<file path="src/rtl/ex_mem_pkg.sv">
// Shared types and constants for the EX->MEM pipeline latch.
// Latency: n/a (types only).
// Backpressure: n/a.
//
// mem_ctrl_t bundles the memory/writeback control bits that ride with each
// instruction. The MSB-to-LSB order is memtoreg, regwrite, memread, memwrite.
package ex_mem_pkg;

  localparam int CTRL_W   = 4;
  localparam int ZERO_REG = 0;

  typedef struct packed {
    logic memtoreg;
    logic regwrite;
    logic memread;
    logic memwrite;
  } mem_ctrl_t;

  localparam mem_ctrl_t CTRL_BUBBLE = mem_ctrl_t'(4'b0000);

  // An invalid slot must never assert a memory or writeback operation, so its
  // control bits are cleared at the point of load.
  function automatic mem_ctrl_t gate_ctrl(input logic valid, input mem_ctrl_t ctrl);
    return valid ? ctrl : CTRL_BUBBLE;
  endfunction

endpackage

</file>
<file path="src/rtl/ex_mem_stage.sv">
// One EX->MEM pipeline stage register: valid, control, ALU result, store data, dest reg.
// Latency: 1 cycle when i_load=1.
// Backpressure: none; i_load=0 holds the stage, i_bubble clears it regardless of i_load.
//
// Ports:
//   clk, rst            clock, synchronous active-high reset
//   i_load              advance enable (load the i_* values)
//   i_bubble            load an empty slot instead (wins over i_load)
//   i_valid/i_ctrl/i_alu/i_wd/i_wn   incoming slot contents
//   o_valid/o_ctrl/o_alu/o_wd/o_wn   registered slot contents
module ex_mem_stage
  import ex_mem_pkg::*;
#(
  parameter int DATA_W = 32,
  parameter int REG_AW = 5
) (
  input  logic              clk,
  input  logic              rst,
  input  logic              i_load,
  input  logic              i_bubble,
  input  logic              i_valid,
  input  logic [CTRL_W-1:0] i_ctrl,
  input  logic [DATA_W-1:0] i_alu,
  input  logic [DATA_W-1:0] i_wd,
  input  logic [REG_AW-1:0] i_wn,
  output logic              o_valid,
  output logic [CTRL_W-1:0] o_ctrl,
  output logic [DATA_W-1:0] o_alu,
  output logic [DATA_W-1:0] o_wd,
  output logic [REG_AW-1:0] o_wn
);

  logic              r_valid;
  mem_ctrl_t         r_ctrl;
  logic [DATA_W-1:0] r_alu;
  logic [DATA_W-1:0] r_wd;
  logic [REG_AW-1:0] r_wn;

  always_ff @(posedge clk) begin
    if (rst || i_bubble) begin
      r_valid <= 1'b0;
      r_ctrl  <= CTRL_BUBBLE;
      r_alu   <= '0;
      r_wd    <= '0;
      r_wn    <= '0;
    end else if (i_load) begin
      // Data fields of an invalid slot pass through untouched; only the
      // control bits are suppressed.
      r_valid <= i_valid;
      r_ctrl  <= gate_ctrl(i_valid, mem_ctrl_t'(i_ctrl));
      r_alu   <= i_alu;
      r_wd    <= i_wd;
      r_wn    <= i_wn;
    end
  end

  assign o_valid = r_valid;
  assign o_ctrl  = r_ctrl;
  assign o_alu   = r_alu;
  assign o_wd    = r_wd;
  assign o_wn    = r_wn;

endmodule

</file>
<file path="src/rtl/ex_mem_pipe.sv">
// EX->MEM pipeline latch of DEPTH stages with stall, bubble insertion and forwarding query.
// Latency: DEPTH en_reg=1 cycles from input sample to outputs; forwarding is combinational.
// Backpressure: none internal; en_reg=0 holds every stage, flush empties stage 0.
//
// Ports:
//   clk, rst                         clock, synchronous active-high reset
//   en_reg, flush                    advance enable, bubble into stage 0
//   valid_in, *_out_from_ID, alu_out, rfile_rd2_out, rfile_wn   instruction from EX
//   valid_out, *_out_from_EX, alu_out_out, mem_wd, rfile_wn_out final-stage contents
//   fwd_rs -> fwd_hit, fwd_data, fwd_load    forwarding query over in-flight stages
// Build option: define EX_MEM_PIPE_FWD_EN to compile in the forwarding match logic;
// without it the forwarding outputs are tied to 0. DEPTH must be in 1..4.
module ex_mem_pipe
  import ex_mem_pkg::*;
#(
  parameter int DATA_W = 32,
  parameter int REG_AW = 5,
  parameter int DEPTH  = 1
) (
  input  logic              clk,
  input  logic              rst,
  input  logic              en_reg,
  input  logic              flush,
  input  logic              valid_in,
  input  logic              MemtoReg_out_from_ID,
  input  logic              RegWrite_out_from_ID,
  input  logic              MemRead_out_from_ID,
  input  logic              MemWrite_out_from_ID,
  input  logic [DATA_W-1:0] alu_out,
  input  logic [DATA_W-1:0] rfile_rd2_out,
  input  logic [REG_AW-1:0] rfile_wn,
  output logic              valid_out,
  output logic              MemtoReg_out_from_EX,
  output logic              RegWrite_out_from_EX,
  output logic              MemRead_out_from_EX,
  output logic              MemWrite_out_from_EX,
  output logic [DATA_W-1:0] alu_out_out,
  output logic [DATA_W-1:0] mem_wd,
  output logic [REG_AW-1:0] rfile_wn_out,
  input  logic [REG_AW-1:0] fwd_rs,
  output logic              fwd_hit,
  output logic [DATA_W-1:0] fwd_data,
  output logic              fwd_load
);

  // Per-stage register outputs; index 0 is the youngest stage.
  logic              w_valid [DEPTH];
  mem_ctrl_t         w_ctrl  [DEPTH];
  logic [DATA_W-1:0] w_alu   [DEPTH];
  logic [DATA_W-1:0] w_wd    [DEPTH];
  logic [REG_AW-1:0] w_wn    [DEPTH];

  for (genvar k = 0; k < DEPTH; k++) begin : g_stage
    logic              w_d_valid;
    logic [CTRL_W-1:0] w_d_ctrl;
    logic [DATA_W-1:0] w_d_alu;
    logic [DATA_W-1:0] w_d_wd;
    logic [REG_AW-1:0] w_d_wn;
    logic              w_bubble;

    if (k == 0) begin : g_head
      assign w_d_valid = valid_in;
      assign w_d_ctrl  = {MemtoReg_out_from_ID, RegWrite_out_from_ID,
                          MemRead_out_from_ID, MemWrite_out_from_ID};
      assign w_d_alu   = alu_out;
      assign w_d_wd    = rfile_rd2_out;
      assign w_d_wn    = rfile_wn;
      // Flush only ever touches the youngest stage, stalled or not.
      assign w_bubble  = flush;
    end else begin : g_tail
      assign w_d_valid = w_valid[k-1];
      assign w_d_ctrl  = w_ctrl[k-1];
      assign w_d_alu   = w_alu[k-1];
      assign w_d_wd    = w_wd[k-1];
      assign w_d_wn    = w_wn[k-1];
      assign w_bubble  = 1'b0;
    end

    ex_mem_stage #(
      .DATA_W(DATA_W),
      .REG_AW(REG_AW)
    ) u_stage (
      .clk     (clk),
      .rst     (rst),
      .i_load  (en_reg),
      .i_bubble(w_bubble),
      .i_valid (w_d_valid),
      .i_ctrl  (w_d_ctrl),
      .i_alu   (w_d_alu),
      .i_wd    (w_d_wd),
      .i_wn    (w_d_wn),
      .o_valid (w_valid[k]),
      .o_ctrl  (w_ctrl[k]),
      .o_alu   (w_alu[k]),
      .o_wd    (w_wd[k]),
      .o_wn    (w_wn[k])
    );
  end

  assign valid_out            = w_valid[DEPTH-1];
  assign MemtoReg_out_from_EX = w_ctrl[DEPTH-1].memtoreg;
  assign RegWrite_out_from_EX = w_ctrl[DEPTH-1].regwrite;
  assign MemRead_out_from_EX  = w_ctrl[DEPTH-1].memread;
  assign MemWrite_out_from_EX = w_ctrl[DEPTH-1].memwrite;
  assign alu_out_out          = w_alu[DEPTH-1];
  assign mem_wd               = w_wd[DEPTH-1];
  assign rfile_wn_out         = w_wn[DEPTH-1];

`ifdef EX_MEM_PIPE_FWD_EN
  logic              w_fwd_hit;
  logic [DATA_W-1:0] w_fwd_data;
  logic              w_fwd_load;

  // Scan oldest to youngest so the youngest matching stage overwrites last
  // and therefore wins. Only registered state is searched: the instruction
  // still sitting on the inputs is deliberately invisible here.
  always_comb begin
    w_fwd_hit  = 1'b0;
    w_fwd_data = '0;
    w_fwd_load = 1'b0;
    if (fwd_rs != REG_AW'(ZERO_REG)) begin
      for (int k = DEPTH - 1; k >= 0; k--) begin
        if (w_valid[k] && w_ctrl[k].regwrite && (w_wn[k] == fwd_rs)) begin
          w_fwd_hit  = 1'b1;
          w_fwd_data = w_alu[k];
          w_fwd_load = w_ctrl[k].memread;
        end
      end
    end
  end

  assign fwd_hit  = w_fwd_hit;
  assign fwd_data = w_fwd_data;
  assign fwd_load = w_fwd_load;
`else
  logic w_unused_fwd_rs;
  assign w_unused_fwd_rs = ^fwd_rs;

  assign fwd_hit  = 1'b0;
  assign fwd_data = '0;
  assign fwd_load = 1'b0;
`endif

endmodule

</file>
<file path="config.mk">
export PLATFORM = sky130hd
export DESIGN_NAME = ex_mem_pipe
export DESIGN_NICKNAME = d
export VERILOG_FILES = /design/src/rtl/ex_mem_pkg.sv /design/src/rtl/ex_mem_stage.sv /design/src/rtl/ex_mem_pipe.sv
export SDC_FILE = /design/constraint.sdc
export NUM_CORES = 1
export LEC_CHECK = 0
export CORE_MARGIN = 2
export CORE_UTILIZATION = 40
export CTS_CLUSTER_SIZE = 16
export DETAILED_ROUTE_END_ITERATION = 12
export DONT_BUFFER_PORTS = 1
export GPL_TIMING_DRIVEN = 0
export PLACE_DENSITY = 0.64
export REMOVE_ABC_BUFFERS = 1
export SYNTH_ARGS = -nofsm -noshare
export SYNTH_HDL_FRONTEND = slang
export SYNTH_HIERARCHICAL = 1
export SYNTH_SLANG_ARGS = --single-unit
export TNS_END_PERCENT = 30
</file>
<file path="constraint.sdc">
create_clock -name clk -period 1.29 [get_ports clk]
set_input_delay 0.387 -clock clk [delete_from_list [all_inputs] [get_ports clk]]
set_output_delay 0.387 -clock clk [all_outputs]
set_load 0.01 [all_outputs]
</file>
==> results.txt, run 1 <==
- Outcome: finished clean
* Destination of the worst register-to-register timing path: g_stage[0].u_stage/o_alu[2]
- The worst register-to-register path has a setup slack of slightly below 0.6 ns.
- Worst setup EP type: output pin
* Global-route track usage on met3: a little under 6%
* Synthesized area divided by synthesized cell count: around 11 um^2
* Die Footprint: 8040 um^2
* Pin count of the biggest net entering global routing: between 70 and 80
- Setup Crit Path Kind: reg2out
- Sorting the synthesized cells by how often they occur yields sky130_fd_sc_hd__dfxtp_1, sky130_fd_sc_hd__mux2i_1, sky130_fd_sc_hd__nor2_1, sky130_fd_sc_hd__buf_4, sky130_fd_sc_hd__buf_6.
- Along the worst hold path, the cell count comes to 2.
- Worst EP arrival: about 0.75 ns
- CP required: 0.90 ns
- Dividing the detail-routed via count by the number of cells gives between 4 and 5.
- After routing, the total negative slack on setup checks comes to 0 ns.
- The worst hold path begins at rfile_rd2_out[6].
- The H-tree was split into 3 levels.
- For hold timing, the worst endpoint is g_stage[0].u_stage/o_wd[6].
- Final ANT Viol Nets: 0
- IR drop worst, VDD: roughly 0.64 mV
- The most common cell in the synthesized netlist is sky130_fd_sc_hd__dfxtp_1.
* Synth area leader: sky130_fd_sc_hd__dfxtp_1
- Top_reg_cell synth: sky130_fd_sc_hd__dfxtp_1
- After floorplanning, the core was divided into 31 placement rows.
- Cells fill roughly 42% of the core in the end.
- The worst path in the final design needs a cycle of between 1 and 1.5 ns, including I/O delays and setup.
- Portion of the post-synthesis area used by sequential elements: between 50% and 60%
- The synthesized design devotes to its leading area cell type between 50 and 60% of total area.
* Synth Warn #: 6
* Post-synth EDFFs: 0
- CTS placed an instance of sky130_fd_sc_hd__clkbuf_8 at the clock tree root.
- Power spread over the standard cell area amounts to around 1600 nW/um^2.
* CP Launch Point: g_stage[0].u_stage/o_wd[10]
* Number of detailed-route iterations in the first pass: 4
- Clock transition time at the flip-flop clock pins of the worst setup and hold paths: 0.08 ns
- By area the synthesized netlist is led by sky130_fd_sc_hd__dfxtp_1, sky130_fd_sc_hd__mux2i_1, sky130_fd_sc_hd__buf_4.
- Overall power: around 4.9 mW
- Height of the chip: 89.7 um
- Register bit count reported by yosys: 74
- TritonCTS built the clock tree.
- Fillcell total: about 720
- In this run the horizontal extent of the chip is 89.7 um.
* Routed via count: between 1500 and 2000
- From synthesis to final layout, the design area changed by 3.54%.
- Max Slew Vio Count: 0
* Residual overflow from global routing: 0
- Post-CTS Resized: 0
- In this run the tightest slew margin relative to its limit is approximately 55%.
- Initial Utilization: approximately two fifths
- At the later pin of the worst-skew pair, clock insertion delay measures 0.34 ns.
- For this block, the routed nets add up to slightly above 5000 um of wire.
- Remaining routing DRC violations: 0
* Post-synthesis cell type count: 12
- Post-CTS timing repair inserted 0 buffers for setup.
- Wire length of the first global-routing pass: approximately 6900 um
- Critical-path maximum fanout: 2
- Highest Clock Rate: around 880 MHz
- Post-layout nets: 356
- The congestion estimate from routability-driven global placement came to around 0.67.
- Class of the tightest hold or removal check: in2reg
- Total of hold buffers inserted after clock tree synthesis: 0
- Buffers placed on the I/O ports in this run total 0.
- Layout Skew: 0 ns
* Grt met2 use: 19.8%
* Final critical-path share of the clock period: between 80 and 90%
* Placed inst area: roughly 2800 um^2
- Counting along the longest clock path gives a buffer depth of 2.
* Startpoint type of the worst setup path: flip-flop
* Final hold vios: 0
- Measured slew at the worst slew-check pin: between 0.6 and 0.7 ns
- Via count of the first global-routing pass: 1524
- CTS sink count: 74
- DRT iter0 DRCs: 44
- Setup repair after global routing left no endpoint under its margin.
- Antenna violations before repair: 0
- Fraction of layout cells with a size suffix above 1: under 10%
* Final non-filler cell area: between 3000 and 4000 um^2
* Drt wl/cell: approximately 13 um
- Leakage power: between 1 and 1.5 nW
- Antenna cell count: 0
- ~190 I/O pins were placed.
* Fraction of synthesis flops using an asynchronous set or reset pin: 0%
* Max capacitance violation total: 0
* Instance count of the mapped netlist: around 280
- Area of the placeable core: around 7000 um^2
* Num CTS Buffers: 9
* Total global routing track utilization: about an eighth
* Number of cells on the worst reg-to-reg path: 2
* Most used routing layer: met2
* Setup Viol. Count Final: 0
- Summing every instance area after synthesis gives 2940 um^2.
- Estimated wirelength of the detail-placed design: between 3000 and 4000 um
* Met1 GRT Util: 11.5%
* Launch instance of the worst register-to-register path: g_stage[0].u_stage/o_alu[2]
- Worst-case hold slack: 0.192 ns
[flip-flops by register name (all words and copies together), names as in the netlist]
name	cells
g_stage.u_stage/o_ctrl	4
g_stage.u_stage/o_alu	32
g_stage.u_stage/o_wd	32
g_stage.u_stage/o_wn	5
g_stage.u_stage/o_valid	1
[how the worst max path moves through the flow]
| stage | depth (start not counted) | endpoint | slack, ns |
|---|---|---|---|
| floorplan | 2 | g_stage[0].u_stage/o_alu[0] | -0.58 |
| detailed placement | 3 | g_stage[0].u_stage/o_ctrl[1] | -0.16 |
| CTS | 0 | MemWrite_out_from_EX | 0.12 |
| finish | 0 | mem_wd[10] | 0.15 |
| global placement | 2 | g_stage[0].u_stage/o_wd[31] | -1.16 |
| global route | 0 | mem_wd[10] | 0.1 |
[where the power goes]
| group | switching, mW | leakage [nW] | internal [mW] | total (mW) |
|---|---|---|---|---|
| registers | 0.0838 | 0.603 | 2.36 | 2.44 |
| clock network | 0.799 | 0.123 | 1.39 | 2.19 |
| logic | 0.132 | 0.634 | 0.122 | 0.255 |
| total | 1.01 | 1.36 | 3.87 | 4.89 |
[per-layer routing]
layer  share of wire (%)  vias up  routed length (um)
met1                  39      774                1980
met3                  11        9                 535
li1                    -      827                   -
met5                   0        -                   0
met4                 2.0        0                  99
met2                  48      113                2450
[final cells by class]
type,count,area [um^2],share of cell area (%)
sequential,74,1480,48.7
multi-input combinational,187,1160,38.2
clock buffer,12,155,5.10
tap,99,124,4.07
clock inverter,4,97.6,3.21
timing repair buffer,1,20.0,0.658
[layout by cell type (no fill, tap or decap)]
cell type	n
sky130_fd_sc_hd__nand2b_1	4
sky130_fd_sc_hd__conb_1	34
sky130_fd_sc_hd__clkinvlp_4	1
sky130_fd_sc_hd__or2_2	1
sky130_fd_sc_hd__clkbuf_8	11
sky130_fd_sc_hd__nand3_1	4
sky130_fd_sc_hd__nor2_1	70
sky130_fd_sc_hd__dfxtp_1	74
sky130_fd_sc_hd__buf_12	1
sky130_fd_sc_hd__mux2i_1	70
sky130_fd_sc_hd__clkbuf_1	1
sky130_fd_sc_hd__a21oi_1	4
sky130_fd_sc_hd__bufinv_16	3
[through the flow]
| stage | setup slack, ns | cells |
|---|---|---|
| finish | 0.153 | 377 |
| CTS | 0.123 | 377 |
| global placement | -1.16 | 360 |
| global route | 0.0987 | 377 |
| detailed placement | -0.161 | 361 |
| floorplan | -0.578 | 261 |
[logic make-up after synthesis]
group	synth area share, %
multiplexers	23.9
flip-flops	50.4
other	0.128
AND/OR/NAND/NOR	10.7
AO/OA/AOI/OAI	0.682
buffers and inverters	14.2
Power figures use the tool's default switching activity.
==> run 2, diff against run 1 <==
--- a/config.mk
+++ b/config.mk
@@ -5,13 +5,13 @@
 export SDC_FILE = /design/constraint.sdc
 export NUM_CORES = 1
 export LEC_CHECK = 0
-export CORE_MARGIN = 2
-export CORE_UTILIZATION = 40
+export CORE_AREA = 2 2 74 76
 export CTS_CLUSTER_SIZE = 16
 export DETAILED_ROUTE_END_ITERATION = 12
+export DIE_AREA = 0 0 76 78
 export DONT_BUFFER_PORTS = 1
 export GPL_TIMING_DRIVEN = 0
-export PLACE_DENSITY = 0.64
+export PLACE_DENSITY = 0.83
 export REMOVE_ABC_BUFFERS = 1
 export SYNTH_ARGS = -nofsm -noshare
 export SYNTH_HDL_FRONTEND = slang
==> results.txt, run 2 (synthesis gave the netlist of run 1 again) <==
- The via count of the first global-routing pass was between 1500 and 2000.
- The worst hold path begins at alu_out[24].
- Fraction of layout cells with a size suffix above 1: under 10%
- The worst register-to-register path has a setup slack of approximately 0.56 ns.
- Clock tree from TritonCTS: yes
- The worst setup path is of the reg2out kind.
- The floorplan step set the die height to between 70 and 80 um.
- WHS Endpoint: g_stage[0].u_stage/o_alu[24]
* H-tree depth reported by CTS: 3
- Number of buffers inserted by port buffering: 0
- The number of antenna diodes in the final layout is 0.
* Final critical-path share of the clock period: 86.7%
* Final core occ: about three fifths
- The total overflow left after global routing is 0.
* Leakage power: 1.34 nW
* Highest layer used for signal routing: met4
- Number of cells on the worst reg-to-reg path: 2
- Critical-path maximum fanout: 2
* DRT iter0 DRCs: 70
- Once detailed placement completed, the half-perimeter wirelength came to roughly 3800 um.
- Detailed routing placed a total of about 590 um of wire on met3.
* Syn-to-layout area delta: 0.639%
- Layout Skew: 0 ns
- Worst EP arrival: 0.73 ns
* Pwr per Cell Area: approximately 1500 nW/um^2
- Clock transition time at the flip-flop clock pins of the worst setup and hold paths: ~0.070 ns
- The worst setup path is launched from a flip-flop.
- Max Slew Vio Count: 0
- The critical path starts at g_stage[0].u_stage/o_alu[16].
- CP required: roughly 0.90 ns
- Post-layout nets: 356
* Worst-case headroom to the max-slew limit: between 60% and 70%
- Horiz. Die Dim: between 70 and 80 um
- CTS sink count: 74
* Post-CTS Resized: 0
- At the pin with the least slew margin, the transition time is around 0.58 ns.
- Number of instances on the worst hold path: 2
* Destination of the worst register-to-register timing path: g_stage[0].u_stage/o_wd[18]
* Post-DR vias/cell: 4.95
* Class of the tightest hold or removal check: in2reg
* Max capacitance violation total: 0
- In this run the deepest clock path goes through 2 buffers.
* Outcome: finished clean
- Final weighted congestion in routability-driven placement: ~0.72
- Floorplan row count: 26
* Wire length of the first global-routing pass: 8160 um
- Top-level port count: between 150 and 200
- The startpoint identified for the worst register-to-register timing path is g_stage[0].u_stage/o_wd[18].
* Routed met1 length: ~1800 um
- Area of the placeable core: ~5000 um^2
- Setup WS pre-CTS: -0.126 ns
* Buffer type at the clock tree root: sky130_fd_sc_hd__clkbuf_8
* Die Footprint: a little under 6000 um^2
* Most common cell after layout, fill and taps aside: sky130_fd_sc_hd__dfxtp_1
- Setup Viol. Count Final: 0
- Total of hold buffers inserted after clock tree synthesis: 0
* Total global routing track utilization: 17.4%
- Pin count of the biggest net entering global routing: 79
- Wire segments on met2 add up to approximately 2700 um in the final route.
- The initial antenna violation count came to 0.
- Drt wl/cell: ~15 um
* Worst setup EP type: output pin
* Initial Utilization: 58.2%
- Latest clock arrival within the worst-skew pair: ~0.32 ns
- Setup repair after global routing left no endpoint under its margin.
- Leaving out fill and tap cells, the most frequent cells in the layout are sky130_fd_sc_hd__dfxtp_1, sky130_fd_sc_hd__mux2i_1, sky130_fd_sc_hd__nor2_1.
- Final hold analysis gives a worst-case slack of approximately 0.21 ns.
* Setup ws final: between 0.15 and 0.2 ns
* Aggregate routed wire length: 5190 um
* Num CTS Buffers: 9
* Routed via count: ~1700
* Final ANT Viol Nets: 0
* Number of detailed-route iterations in the first pass: 4
- The final number of hold-violating endpoints was 0.
- Post-layout min period: around 1.1 ns
* Setup fix buffers added after clock tree synthesis: 0
- Highest Clock Rate: a little under 900 MHz
- IR analysis of the VDD net gives a maximum drop of about 0.91 mV.
- Remaining routing DRC violations: 0
run 2: cell types whose count changed in the layout (fill, tap and decap cells not counted), sizes merged:
cell | previous run | this run
clkinv | 0 | 3
bufinv | 3 | 1
clkbuf | 12 | 11
run 2: per-stage QoR:
stage	power, mW	std cells	setup TNS (ns)	area [um^2]
2_1_floorplan	2.70	261	-42.58	2640
3_3_place_gp	2.74	331	-80.54	2730
3_5_place_dp	2.75	332	-3.79	2750
4_1_cts	4.53	348	0	2960
5_1_grt	4.67	348	0	2960
6_report	4.47	348	0	2960
run 2: worst max-delay path by stage:
stage	endpoint	slack, ns	cells after the start
finish	alu_out_out[16]	0.17	0
global route	mem_wd[9]	0.13	0
CTS	MemWrite_out_from_EX	0.15	0
detailed placement	g_stage[0].u_stage/o_ctrl[2]	-0.13	3
global placement	g_stage[0].u_stage/o_valid	-1.10	2
floorplan	g_stage[0].u_stage/o_alu[0]	-0.58	2
run 2: cell type report:
class                           count  area (um^2)
Sequential cell                    74         1480
Tap cell                           70         87.6
Fill cell                         432         2090
Clock inverter                      5         52.6
Timing Repair Buffer                1         20.0
Clock buffer                       11          151
Multi-Input combinational cell    187         1160
run 2: routing by layer:
metal | vias to the layer above | track usage [%]
met5 | - | 0
met4 | 0 | 9.09
met3 | 9 | 7.44
met2 | 112 | 32.3
met1 | 775 | 16.1
li1 | 826 | -
run 2: report_power, final:
| group | internal [mW] | switching, mW | leakage, nW |
|---|---|---|---|
| Clock | 0.989 | 0.779 | 0.105 |
| Combinational | 0.123 | 0.134 | 0.634 |
| Sequential | 2.36 | 0.0850 | 0.603 |
| Total | 3.47 | 0.998 | 1.34 |
==> run 3, diff against run 2 <==
==> constraint.sdc (replaced) <==
create_clock -name clk -period 1.05 [get_ports clk]
set_input_delay 0.315 -clock clk [delete_from_list [all_inputs] [get_ports clk]]
set_output_delay 0.315 -clock clk [all_outputs]
set_load 0.01 [all_outputs]
==> results.txt, run 3 (synthesis gave the netlist of run 1 again) <==
- Total global routing track utilization: 17.6%
* Height of the chip: a little under 80 um
- Drt wl/cell: roughly 16 um
- Most common cell after layout, fill and taps aside: sky130_fd_sc_hd__dfxtp_2
- The initial antenna violation count is 0.
- IR drop worst, VDD: 1.12 mV
* Maximum count of clock buffers along a single path: 2
* Remaining routing DRC violations: 0
- Registers are responsible for between 50 and 60% of the overall power.
* Wire length of the first global-routing pass: 8290 um
- Area of the placeable core: about 5000 um^2
* Setup WS pre-CTS: -0.294 ns
- The min-delay analysis places its worst path in the category in2reg.
* Share of total power consumed by net switching: 22.4%
- Estimated wirelength of the detail-placed design: ~3800 um
- The cell sitting at the root of the clock tree is a sky130_fd_sc_hd__clkbuf_8.
- The final number of hold-violating endpoints came to 0.
- Latest clock arrival within the worst-skew pair: approximately 0.32 ns
* Startpoint type of the worst setup path: flip-flop
- Across all register-to-register paths, the minimum setup slack is 0.35 ns.
* Launch instance of the worst register-to-register path: g_stage[0].u_stage/o_wd[18]
- The path with the worst hold slack has its endpoint at g_stage[0].u_stage/o_wn[0].
* Initial Utilization: around three fifths
- Die Footprint: 5930 um^2
- The worst path in the final design needs a cycle of about 1.0 ns, including I/O delays and setup.
- Setup violations remaining at the end of the flow were counted as 0.
* Number of instances on the worst hold path: 2
- Post-DR vias/cell: about 5
* Worst EP arrival: ~0.7 ns
- After clock tree synthesis, the clock-pin slew on the worst setup and hold paths is roughly 0.080 ns.
- Setup fix buffers added after clock tree synthesis: 0
- CP required: around 0.73 ns
- Fraction of layout cells with a size suffix above 1: 33.1%
- Routed via count: 1745
- The pre-antenna-repair detailed-routing pass consisted of 4 iterations.
- Critical-path maximum fanout: 2
- The via count of the first global-routing pass was ~1800.
* Max capacitance violation total: 0
* Pwr per Cell Area: 1810 nW/um^2
- DRT iter0 DRCs: 66
- Syn-to-layout area delta: 3.88%
- 0 antenna diodes ended up in the layout.
- Setup slack closes at just under 0.04 ns.
- RSZ-0062 raised after global routing: no
- In the layout the commonest cells are sky130_fd_sc_hd__dfxtp_2, sky130_fd_sc_hd__mux2i_1, sky130_fd_sc_hd__nor2_1.
- Highest Clock Rate: 989 MHz
- Layout Skew: 0 ns
- The congestion estimate from routability-driven global placement came to between 0.7 and 0.8.
* Clock tree from TritonCTS: yes
- The analysis attributes to net switching a power of between 1 and 1.5 mW.
- Residual overflow from global routing: 0
- The max-slew violation total from the final report was 0.
* Int Pwr: approximately 4.3 mW
* Num CTS Buffers: 9
- Aggregate routed wire length: 5410 um
- CTS saw between 70 and 80 sinks.
- The clock network is responsible for between 30% and 40% of the overall power.
- Destination of the worst register-to-register timing path: g_stage[0].u_stage/o_wd[18]
- The number of hold buffers added after CTS was 0.
- Post-layout nets: about 360
- Worst hold path startpoint: rfile_wn[0]
* Setup Crit Path Kind: reg2out
- H-tree depth reported by CTS: 3
- STA classifies the critical path endpoint as an output pin.
- Final ANT Viol Nets: 0
- Outcome: finished clean
* Number of buffers inserted by port buffering: 0
- Post-CTS Resized: 38
- Number of cells on the worst reg-to-reg path: 2
- Floorplan row count: 26
- Final critical-path share of the clock period: between 90% and 100%
- Top-level port count: 191
- The die is 76 um wide.
- In this run the static leakage power is ~1.4 nW.
- Combinational logic burns approximately 5.8% of the power.
- Total power for the finished layout comes to 5.51 mW.
* Pin count of the biggest net entering global routing: 79
-- run 3: routing by layer --
metal / track usage (%) / vias up / wire [um] / share of wire, %
met5: 0 / - / 0 / 0
met4: 9.09 / 0 / 82 / 1.5
met3: 7.44 / 9 / 606 / 11
met2: 31.4 / 120 / 2830 / 52
met1: 17.6 / 790 / 1890 / 35
li1: - / 826 / - / -
-- run 3: final cells by class --
cell class                 instances  area [um^2]
fill                             422         1990
sequential                        74         1570
multi-input combinational        187         1160
clock buffer                      11          151
tap                               70         87.6
clock inverter                     5         52.6
timing repair buffer               1         20.0
-- run 3: worst max path at each step --
stage / slack (ns) / endpoint / depth (start not counted) / start
2_1_floorplan: -0.75 / g_stage[0].u_stage/o_alu[0] / 2 / rst
3_3_place_gp: -1.27 / g_stage[0].u_stage/o_valid / 2 / rst
3_5_place_dp: -0.29 / g_stage[0].u_stage/o_ctrl[2] / 3 / flush
4_1_cts: 0.0006 / alu_out_out[5] / 0 / g_stage[0].u_stage/o_alu[5]
5_1_grt: 0.008 / MemWrite_out_from_EX / 0 / g_stage[0].u_stage/o_ctrl[0]
6_report: 0.04 / mem_wd[5] / 0 / g_stage[0].u_stage/o_wd[5]
-- run 3: per-stage QoR --
stage / hold WS, ns / utilization [%] / setup TNS (ns) / instances / cell area [um^2]
finish: 0.135 / 60.5 / 0 / 348 / 3050
CTS: 0.119 / 59.6 / 0 / 348 / 3000
detailed placement: 0.471 / 54.6 / -12.22 / 332 / 2750
global route: 0.122 / 60.5 / 0 / 348 / 3050
floorplan: 0.462 / - / -55.02 / 261 / 2640
global placement: 0.464 / 54.2 / -92.97 / 331 / 2730
-- run 3: power groups by stage --
| stage | Sequential (mW) | Clock (mW) | Combinational [mW] |
|---|---|---|---|
| finish | 3.02 | 2.18 | 0.317 |
| CTS | 3.01 | 2.25 | 0.317 |
| global placement | 3.06 | 0 | 0.296 |
| floorplan | 3.05 | 0 | 0.276 |
| detailed placement | 3.07 | 0 | 0.316 |
| global route | 3.03 | 2.38 | 0.355 |
